--- src/rtl/color_led_driver_if.sv ---
// Bundle of the enable/colour inputs and LED/status outputs of color_led_driver.
// change_cnt exists only when COLOR_LED_DRIVER_STATUS_EN is defined.
interface color_led_driver_if;
    logic       en;
    logic [1:0] color;
    logic       led_blue;
    logic       led_red;
    logic       busy;
    logic       err;
`ifdef COLOR_LED_DRIVER_STATUS_EN
    logic [7:0] change_cnt;
`endif

    modport master (
        output en, color,
`ifdef COLOR_LED_DRIVER_STATUS_EN
        input  change_cnt,
`endif
        input  led_blue, led_red, busy, err
    );

    modport slave (
        input  en, color,
`ifdef COLOR_LED_DRIVER_STATUS_EN
        output change_cnt,
`endif
        output led_blue, led_red, busy, err
    );
endinterface

--- src/rtl/color_led_driver.sv ---
// Latches a Blue/Red colour code and drives the matching LED with fixed-duty PWM, with a
// both-off dead-time on every change. COLOR_LED_DRIVER_STATUS_EN adds a saturating change counter.
module color_led_driver #(
    parameter int PWM_PERIOD   = 16,
    parameter int DUTY         = 12,
    parameter int BLANK_CYCLES = 4
) (
    input  logic              clk,
    input  logic              rst,
    color_led_driver_if.slave bus
);
    localparam int PW = (PWM_PERIOD > 1) ? $clog2(PWM_PERIOD) : 1;
    localparam int BW = (BLANK_CYCLES > 0) ? $clog2(BLANK_CYCLES + 1) : 1;
    localparam logic [PW-1:0] PWM_LAST   = PW'(PWM_PERIOD - 1);
    localparam logic [BW-1:0] BLANK_LOAD = BW'(BLANK_CYCLES - 1);
    localparam logic [31:0]   DUTY_W     = 32'(DUTY);

    if (BLANK_CYCLES < 1) begin : g_bad_blank
        $error("color_led_driver: BLANK_CYCLES must be at least 1");
    end
    if (PWM_PERIOD < 2) begin : g_bad_period
        $error("color_led_driver: PWM_PERIOD must be at least 2");
    end

    typedef enum logic [1:0] {
        IDLE  = 2'd0,
        BLANK = 2'd1,
        DRIVE = 2'd2
    } state_t;

    state_t        state_r, state_s;
    logic [1:0]    cur_color_r, cur_color_s;
    logic [BW-1:0] blank_cnt_r, blank_cnt_s;
    logic [PW-1:0] pwm_cnt_r, pwm_cnt_s;
    logic          led_blue_r, led_blue_s;
    logic          led_red_r, led_red_s;
    logic          busy_r, busy_s;
    logic          err_r, err_s;
    logic          pwm_on_s;
    logic          valid_s;
    logic          is_new_s;
`ifdef COLOR_LED_DRIVER_STATUS_EN
    logic [7:0]    change_cnt_r, change_cnt_s;
`endif

    assign valid_s  = (bus.color == 2'h1) || (bus.color == 2'h2);
    assign is_new_s = valid_s && ((state_r == IDLE) || (bus.color != cur_color_r));

    // Next-state decode; outputs are derived from the next state so they register in step with it.
    always_comb begin
        state_s     = state_r;
        cur_color_s = cur_color_r;
        blank_cnt_s = blank_cnt_r;
        pwm_cnt_s   = pwm_cnt_r;
        err_s       = 1'b0;
`ifdef COLOR_LED_DRIVER_STATUS_EN
        change_cnt_s = change_cnt_r;
`endif
        if (!bus.en) begin
            state_s     = IDLE;
            cur_color_s = 2'h0;
            blank_cnt_s = '0;
            pwm_cnt_s   = '0;
`ifdef COLOR_LED_DRIVER_STATUS_EN
            change_cnt_s = 8'h00;
`endif
        end else begin
            err_s = ~valid_s;
            if (is_new_s) begin
                // Any accepted change (including one during BLANK) restarts the dead time.
                state_s     = BLANK;
                cur_color_s = bus.color;
                blank_cnt_s = BLANK_LOAD;
                pwm_cnt_s   = '0;
`ifdef COLOR_LED_DRIVER_STATUS_EN
                if (change_cnt_r != 8'hFF) begin
                    change_cnt_s = change_cnt_r + 8'h01;
                end else begin
                    change_cnt_s = change_cnt_r;
                end
`endif
            end else begin
                case (state_r)
                    IDLE: begin
                        state_s = IDLE;
                    end
                    BLANK: begin
                        if (blank_cnt_r == '0) begin
                            state_s   = DRIVE;
                            pwm_cnt_s = '0;
                        end else begin
                            blank_cnt_s = blank_cnt_r - BW'(1);
                        end
                    end
                    DRIVE: begin
                        if (pwm_cnt_r == PWM_LAST) begin
                            pwm_cnt_s = '0;
                        end else begin
                            pwm_cnt_s = pwm_cnt_r + PW'(1);
                        end
                    end
                    default: begin
                        state_s     = IDLE;
                        cur_color_s = 2'h0;
                        blank_cnt_s = '0;
                        pwm_cnt_s   = '0;
                    end
                endcase
            end
        end

        pwm_on_s   = (32'(pwm_cnt_s) < DUTY_W);
        led_blue_s = (state_s == DRIVE) && (cur_color_s == 2'h1) && pwm_on_s;
        led_red_s  = (state_s == DRIVE) && (cur_color_s == 2'h2) && pwm_on_s;
        busy_s     = (state_s == BLANK);
    end

    // State, counters and output registers.
    always_ff @(posedge clk or posedge rst) begin
        if (rst) begin
            state_r     <= IDLE;
            cur_color_r <= 2'h0;
            blank_cnt_r <= '0;
            pwm_cnt_r   <= '0;
            led_blue_r  <= 1'b0;
            led_red_r   <= 1'b0;
            busy_r      <= 1'b0;
            err_r       <= 1'b0;
`ifdef COLOR_LED_DRIVER_STATUS_EN
            change_cnt_r <= 8'h00;
`endif
        end else begin
            state_r     <= state_s;
            cur_color_r <= cur_color_s;
            blank_cnt_r <= blank_cnt_s;
            pwm_cnt_r   <= pwm_cnt_s;
            led_blue_r  <= led_blue_s;
            led_red_r   <= led_red_s;
            busy_r      <= busy_s;
            err_r       <= err_s;
`ifdef COLOR_LED_DRIVER_STATUS_EN
            change_cnt_r <= change_cnt_s;
`endif
        end
    end

    assign bus.led_blue = led_blue_r;
    assign bus.led_red  = led_red_r;
    assign bus.busy     = busy_r;
    assign bus.err      = err_r;
`ifdef COLOR_LED_DRIVER_STATUS_EN
    assign bus.change_cnt = change_cnt_r;
`endif
endmodule

--- src/flat_wrapper.sv ---
// flat-port wrapper written by rule: the top's interface ports become plain ports
module color_led_driver_flat 
#(
    parameter int PWM_PERIOD   = 16,
    parameter int DUTY         = 12,
    parameter int BLANK_CYCLES = 4
)
  (clk, rst, bus_en, bus_color, bus_led_blue, bus_led_red, bus_busy, bus_err);
  color_led_driver_if bus_i ();
  input  logic clk;
  input  logic rst;
  input wire logic [$bits(bus_i.en)-1:0] bus_en;
  input wire logic [$bits(bus_i.color)-1:0] bus_color;
  output wire logic [$bits(bus_i.led_blue)-1:0] bus_led_blue;
  output wire logic [$bits(bus_i.led_red)-1:0] bus_led_red;
  output wire logic [$bits(bus_i.busy)-1:0] bus_busy;
  output wire logic [$bits(bus_i.err)-1:0] bus_err;
  assign bus_i.en = bus_en;
  assign bus_i.color = bus_color;
  assign bus_led_blue = bus_i.led_blue;
  assign bus_led_red = bus_i.led_red;
  assign bus_busy = bus_i.busy;
  assign bus_err = bus_i.err;
  color_led_driver #(.PWM_PERIOD(PWM_PERIOD), .DUTY(DUTY), .BLANK_CYCLES(BLANK_CYCLES)) u_core (.clk(clk), .rst(rst), .bus(bus_i));
endmodule
--- config.mk ---
export PLATFORM = sky130hd
export DESIGN_NAME = color_led_driver_flat
export DESIGN_NICKNAME = d
export VERILOG_FILES = /design/src/rtl/color_led_driver_if.sv /design/src/rtl/color_led_driver.sv /design/src/flat_wrapper.sv
export SDC_FILE = /design/constraint.sdc
export NUM_CORES = 1
export LEC_CHECK = 0
export ABC_AREA = 1
export CAP_MARGIN = 20
export CORE_AREA = 2 2 46 48
export DETAILED_ROUTE_END_ITERATION = 10
export DIE_AREA = 0 0 48 50
export PLACE_DENSITY = 0.84
export SYNTH_ARGS = -nofsm -noshare
export SYNTH_HDL_FRONTEND = slang
export SYNTH_SLANG_ARGS = --single-unit
--- constraint.sdc ---
create_clock -name clk -period 1.9 [get_ports clk]
set_clock_uncertainty 0.2 [all_clocks]
set_input_delay 0.285 -clock clk [delete_from_list [all_inputs] [get_ports clk]]
set_output_delay 0.285 -clock clk [all_outputs]
set_load 0.02 [all_outputs]
==> results of run 1 <==
## cell families (layout without fill, tap and decap cells)
family / Yosys count / count (layout) / synth area share, %
flip-flops: 15 / 15 / 38.3
AND/OR/NAND/NOR: 60 / 61 / 29.5
buffers and inverters: 26 / 42 / 10.9
adder cells (fa/ha/maj): 7 / 7 / 8.94
AO/OA/AOI/OAI: 19 / 19 / 12.4
## critical path, cell delays in order (launching register included)
cell and delay, ns:
dfrtp_1 0.40, inv_1 0.08, ha_2 0.22, a21oi_4 0.16
nand3_4 0.12, nand2_4 0.13, nand2_1 0.11, nor2_1 0.11
nand3_1 0.09, nand2_1 0.09
## worst paths after layout
kind                                           from                  end  slack (ns)  depth (start not counted)
worst min-delay path                            rst    u_core.state_r[0]        0.14                          2
worst max register to register    u_core.state_r[1]  u_core.pwm_cnt_r[0]        0.13                          9
worst min register to register  u_core.pwm_cnt_r[1]  u_core.pwm_cnt_r[1]        0.37                          2
min in group clk                u_core.pwm_cnt_r[1]  u_core.pwm_cnt_r[1]        0.37                          2
max in group asynchronous                       rst  u_core.pwm_cnt_r[1]        0.98                          2
worst max-delay path              u_core.state_r[1]  u_core.pwm_cnt_r[0]        0.13                          9
## cell usage in the layout (no fill, tap or decap), drive strengths merged
cell type      Yosys  routed
a21oi              8       8
a31oi              1       1
buf                2       6
clkbuf             0       4
clkdlybuf4s50      0       8
dfrtp             15      15
ha                 7       7
inv               24      24
nand2             34      35
nand3             14      14
nand4              3       3
nor2               8       8
nor3               1       1
o2111ai            1       1
o211ai             4       4
o21ai              5       5
## cell type report
class | instances | share of cell area [%]
multi-input cells | 87 | 45.3
clock buffers | 4 | 2.21
flip-flops and latches | 15 | 31.6
well taps | 27 | 2.84
inverters | 24 | 7.58
repair buffers | 14 | 10.5
## power groups by stage
stage,combinational (mW),sequential [mW],clock [mW]
2_1_floorplan,0.100,0.351,0
3_3_place_gp,0.138,0.347,0
3_5_place_dp,0.144,0.348,0
4_1_cts,0.146,0.342,0.195
5_1_grt,0.173,0.343,0.206
6_report,0.156,0.342,0.188
## state kept, by name (all words and copies together), names as in the netlist
| name | cells |
|---|---|
| u_core.bus.busy | 1 |
| u_core.bus.err | 1 |
| u_core.bus.led_blue | 1 |
| u_core.bus.led_red | 1 |
| u_core.blank_cnt_r | 3 |
| u_core.pwm_cnt_r | 4 |
| u_core.state_r | 2 |
| u_core.cur_color_r | 2 |
## metrics by stage
step / utilization [%] / setup WS [ns] / total power, mW
finish: 62.5 / 0.126 / 0.685
global route: 62.5 / 0.0169 / 0.723
CTS: 59.9 / 0.0771 / 0.683
detailed placement: 58.2 / -0.0729 / 0.492
global placement: 58.2 / -0.0337 / 0.485
floorplan: - / 0.205 / 0.451
## routing by layer
layer | GRT usage (%) | up-vias | wire [um]
met5 | 0 | - | 0
met1 | 24.3 | 428 | 902
met2 | 31.3 | 23 | 1060
li1 | - | 444 | -
met3 | 1.47 | 8 | 65
met4 | 13.1 | 0 | 76
## what timing repair did
action	CTS	global route
endpoints found under the setup margin	1	7
buffers inserted	0	2
cloned	0	1
hold buffers	0	0
pin swaps	0	2
gates resized for setup	1	7
==> results_dict.tcl, run 1 <==
set metrics [dict create \
    status "complete, no violations" \
    die_width_um 48 \
    synthArstFlopShare_pct 100 \
    p_leak_nw 0.574 \
    yosysTopAreaCellShare_pct 38.3 \
    io_pins 9 \
    nFillCells 157 \
    ys_seq_elements 15 \
    grt_usage_pct 19.8 \
    setup.worst_path.start_class "flip-flop" \
    max_slew.worst_pin.slew_ns 0.568 \
    clkSinkCount 15 \
    dp_hpwl_um 1600 \
    viasPerCell 5.28 \
    synthCells 127 \
    hp-class "in -> async" \
    clk_latency_ns 0.29 \
    vias 903 \
    seqPwrFrac_pct 49.8 \
    worstPathArrival_ns 1.81 \
    num_rows 16 \
    cts_made_buffers 3 \
    synthMostInstantiatedCell "nand2_1" \
    comb_power_share_pct 22.7 \
    p_per_area_mw_per_mm2 577 \
    core_mm2 0.00190 \
    diodes 0 \
    rsz0062_at_grt "no" \
    cts_buffer_depth 2 \
    grt_start_max_net_pins 16 \
    fmax_mhz 564 \
    htree_levels 1 \
    finalSetupViolCount 0 \
    hold_viol 0 \
    grt_pass1_wl_um 3330 \
    synthTopCellsByCount "nand2_1, inv_1, dfrtp_1, nand3_1, ha_1" \
    swShare_pct 31.1 \
    cts_tree "yes" \
    clock_power_share_pct 27.4 \
    syn2layout_area_growth_pct 21.3 \
    finalWeightedCongestion 0.893 \
    antenna_found_initial 0 \
    wire_per_inst_um 12.3 \
    die_area_mm2 0.00240 \
    tns_ns 0 \
    io_buffers 8 \
    synth_top_area_cell "dfrtp_1" \
    start_util_pct 51.5 \
    ys.flop_type "dfrtp_1" \
    synth_area_leaders "dfrtp_1, nand2_1, ha_1" \
    min_period_ns 1.77 \
    cts_root_buffer "clkbuf_4" \
    relSlewSlack_pct 62.1 \
    drtIter0Drc 10 \
    grt_pass1_vias 827 \
    syn_avg_cell_area_um2 7.71 \
    worstSetupEndpointType "flip-flop" \
    drc 0 \
    place_inst 164 \
    drive_gt1_share_pct 20.8 \
    first_pass_iters 4 \
    synth_seq_area_share_pct 38.3 \
    finalCritPeriodShare_pct 93.4 \
    intPower_uw 473 \
    clk_pin_slew_ns 0.09 \
    die-height_um 50 \
    syn_area_um2 980 \
    register_area_um2 375 \
    ir_drop_mv 0.423 \
    maxCapViolations 0 \
    placed_cell_area_mm2 0.00111 \
    final_antenna_net_count 0 \
    switching_power_uw 213 \
    nets 157 \
    syn_nets 139 \
    multiInputGateArea_um2 538 \
    yosys_warnings 0 \
    layoutNonFillerInstCount 171 \
    design_area_mm2 0.00119 \
    drt_wl_total_um 2110 \
    fin_hold_ws_ns 0.144 \
    critical_path_class "reg -> reg" \
    crit_required_ns 1.93 \
    synth_edf_count 0 \
    cp_max_fo 6 \
    drv_slew 0 \
    synth.distinct_cells 22 \
    grt_overflow 0 \
]
Note: power is estimated with default switching activity, not from simulation.
==> inputs of run 2 (changes only) <==
- CAP_MARGIN: 20 -> 5
- CORE_AREA: 2 2 46 48 -> 2 2 48 50
- DIE_AREA: 0 0 48 50 -> 0 0 50 52
- PLACE_DENSITY: 0.84 -> 0.79
==> run 2 against run 1 <==
Combinational power is 4% higher. Non-clock buffer count stayed put. Wire length stayed put. Critical path depth stayed put. Hold slack worse by 0.010 ns. First-iteration DRC count is 110% higher. Total power is 0.21% higher.
==> results_dict.tcl, run 2 (synthesis results as in run 1) <==
set metrics [dict create \
    drv_slew 0 \
    finalSetupViolCount 0 \
    dp_hpwl_um 1530 \
    cts_tree "yes" \
    largest_register "u_core.pwm_cnt_r" \
    final_antenna_net_count 0 \
    intPower_uw 475 \
    vias 905 \
    post-route-util_pct 55.6 \
    num_rows 17 \
    status "complete, no violations" \
    io_buffers 8 \
    max_slew.worst_pin.slew_ns 0.548 \
    grt_pass1_wl_um 3380 \
    cts_made_buffers 3 \
    io_pins 9 \
    fmax_mhz 547 \
    worstSetupEndpointType "flip-flop" \
    finalWeightedCongestion 0.871 \
    die_width_um 50 \
    start_util_pct 46.5 \
    ir_drop_mv 0.487 \
    clk_latency_ns 0.29 \
    core_mm2 0.00211 \
    crit_required_ns 1.93 \
    drc 0 \
    diodes 0 \
    antenna_found_initial 0 \
    hold_viol 0 \
    largest_register_ffs 4 \
    seqPwrFrac_pct 49.8 \
    htree_levels 1 \
    drt_wl_total_um 2110 \
    grt_usage_pct 17.3 \
    swShare_pct 30.8 \
    viasPerCell 5.26 \
    grt_start_max_net_pins 16 \
    drtIter0Drc 21 \
    nets 157 \
    min_period_ns 1.83 \
    grt_pass1_vias 837 \
    mostFrequentLayoutCell "nand2_1" \
    multiInputGateArea_um2 519 \
    maxCapViolations 0 \
    critical_path_class "reg -> reg" \
    relSlewSlack_pct 63.4 \
    clkSinkCount 15 \
    finalCritPeriodShare_pct 96.2 \
    tns_ns 0 \
    syn2layout_area_growth_pct 19.5 \
    hp-class "in -> async" \
    drive_gt1_share_pct 18.1 \
    cts_buffer_depth 2 \
    first_pass_iters 4 \
    mostFrequentLayoutCells "nand2_1, inv_1, dfrtp_1" \
    p_leak_nw 0.575 \
    setup.worst_path.start_class "flip-flop" \
    nFillCells 184 \
    worstPathArrival_ns 1.86 \
    switching_power_uw 212 \
    biggestRegsByFlops "u_core.pwm_cnt_r (4), u_core.blank_cnt_r (3)" \
    cts_root_buffer "clkbuf_4" \
    die-height_um 52 \
    cp_max_fo 6 \
    wire_per_inst_um 12.2 \
    r2r_cells 9 \
    die_area_mm2 0.00260 \
    grt_overflow 0 \
    clock_power_share_pct 26.6 \
    register_area_um2 375 \
    comb_power_share_pct 23.6 \
    p_per_area_mw_per_mm2 587 \
    clk_pin_slew_ns 0.08 \
]
[run 2: changes by cell type in the layout (fill, tap and decap cells not counted)]
cell / change
nand3_2: +1
ha_2: -2
ha_1: +2
nor2_2: -1
nor2_1: +1
a21oi_2: -1
a21oi_1: +1
nand3_4: -1
[run 2: metrics by stage]
step,area (um2),setup slack (ns),total power [mW],hold slack [ns],instances
3_5_place_dp,1100,-0.0781,0.493,0.357,164
5_1_grt,1170,-0.0206,0.723,0.222,172
3_3_place_gp,1100,-0.0228,0.485,0.332,164
6_report,1170,0.0721,0.687,0.134,172
4_1_cts,1130,0.0519,0.677,0.153,168
2_1_floorplan,980,0.205,0.451,-0.0135,127
[run 2: critical path, stage by stage (launching register included)]
cell and delay [ns]:
dfrtp_1 0.39, inv_1 0.08, ha_1 0.26, a21oi_2 0.16, nand3_2 0.14, nand2_4 0.15, nand2_1 0.11, nor2_1 0.11
nand3_1 0.09, nand2_1 0.08
[run 2: area by class of cell]
type | instances | share of cell area, %
tap | 28 | 2.99
clock buffer | 4 | 2.24
timing repair buffer | 14 | 10.7
multi-input combinational | 87 | 44.3
sequential | 15 | 32.1
inverter | 24 | 7.69
[run 2: routing by layer]
metal	vias up	wire, um	track usage (%)	part of all wire (%)
li1	447	-	-	-
met1	432	916	20.4	44
met2	22	1090	29.2	52
met3	4	71	2.87	3.4
met4	0	29	11.1	1.4
met5	-	0	0	0
[run 2: worst paths after layout]
kind,start,to,slack [ns]
min,rst,u_core.bus.err,0.13
min reg2reg,u_core.pwm_cnt_r[1],u_core.pwm_cnt_r[1],0.37
min in group clk,u_core.pwm_cnt_r[1],u_core.pwm_cnt_r[1],0.37
max,u_core.state_r[1],u_core.pwm_cnt_r[0],0.07
max in group asynchronous,rst,u_core.blank_cnt_r[1],1.01
max reg2reg,u_core.state_r[1],u_core.pwm_cnt_r[0],0.07
[run 2: repair_timing]
item	4_1_cts	5_1_grt
gates resized for setup	1	2
pin swaps	0	1
gates cloned	0	1
setup endpoints to repair	2	5
setup buffers	0	3
hold buffers	0	0
[run 2: power groups by stage]
stage / Clock [mW] / Sequential, mW / Combinational (mW)
floorplan: 0 / 0.351 / 0.100
global placement: 0 / 0.347 / 0.138
detailed placement: 0 / 0.347 / 0.145
CTS: 0.187 / 0.342 / 0.148
global route: 0.198 / 0.344 / 0.181
finish: 0.183 / 0.342 / 0.162
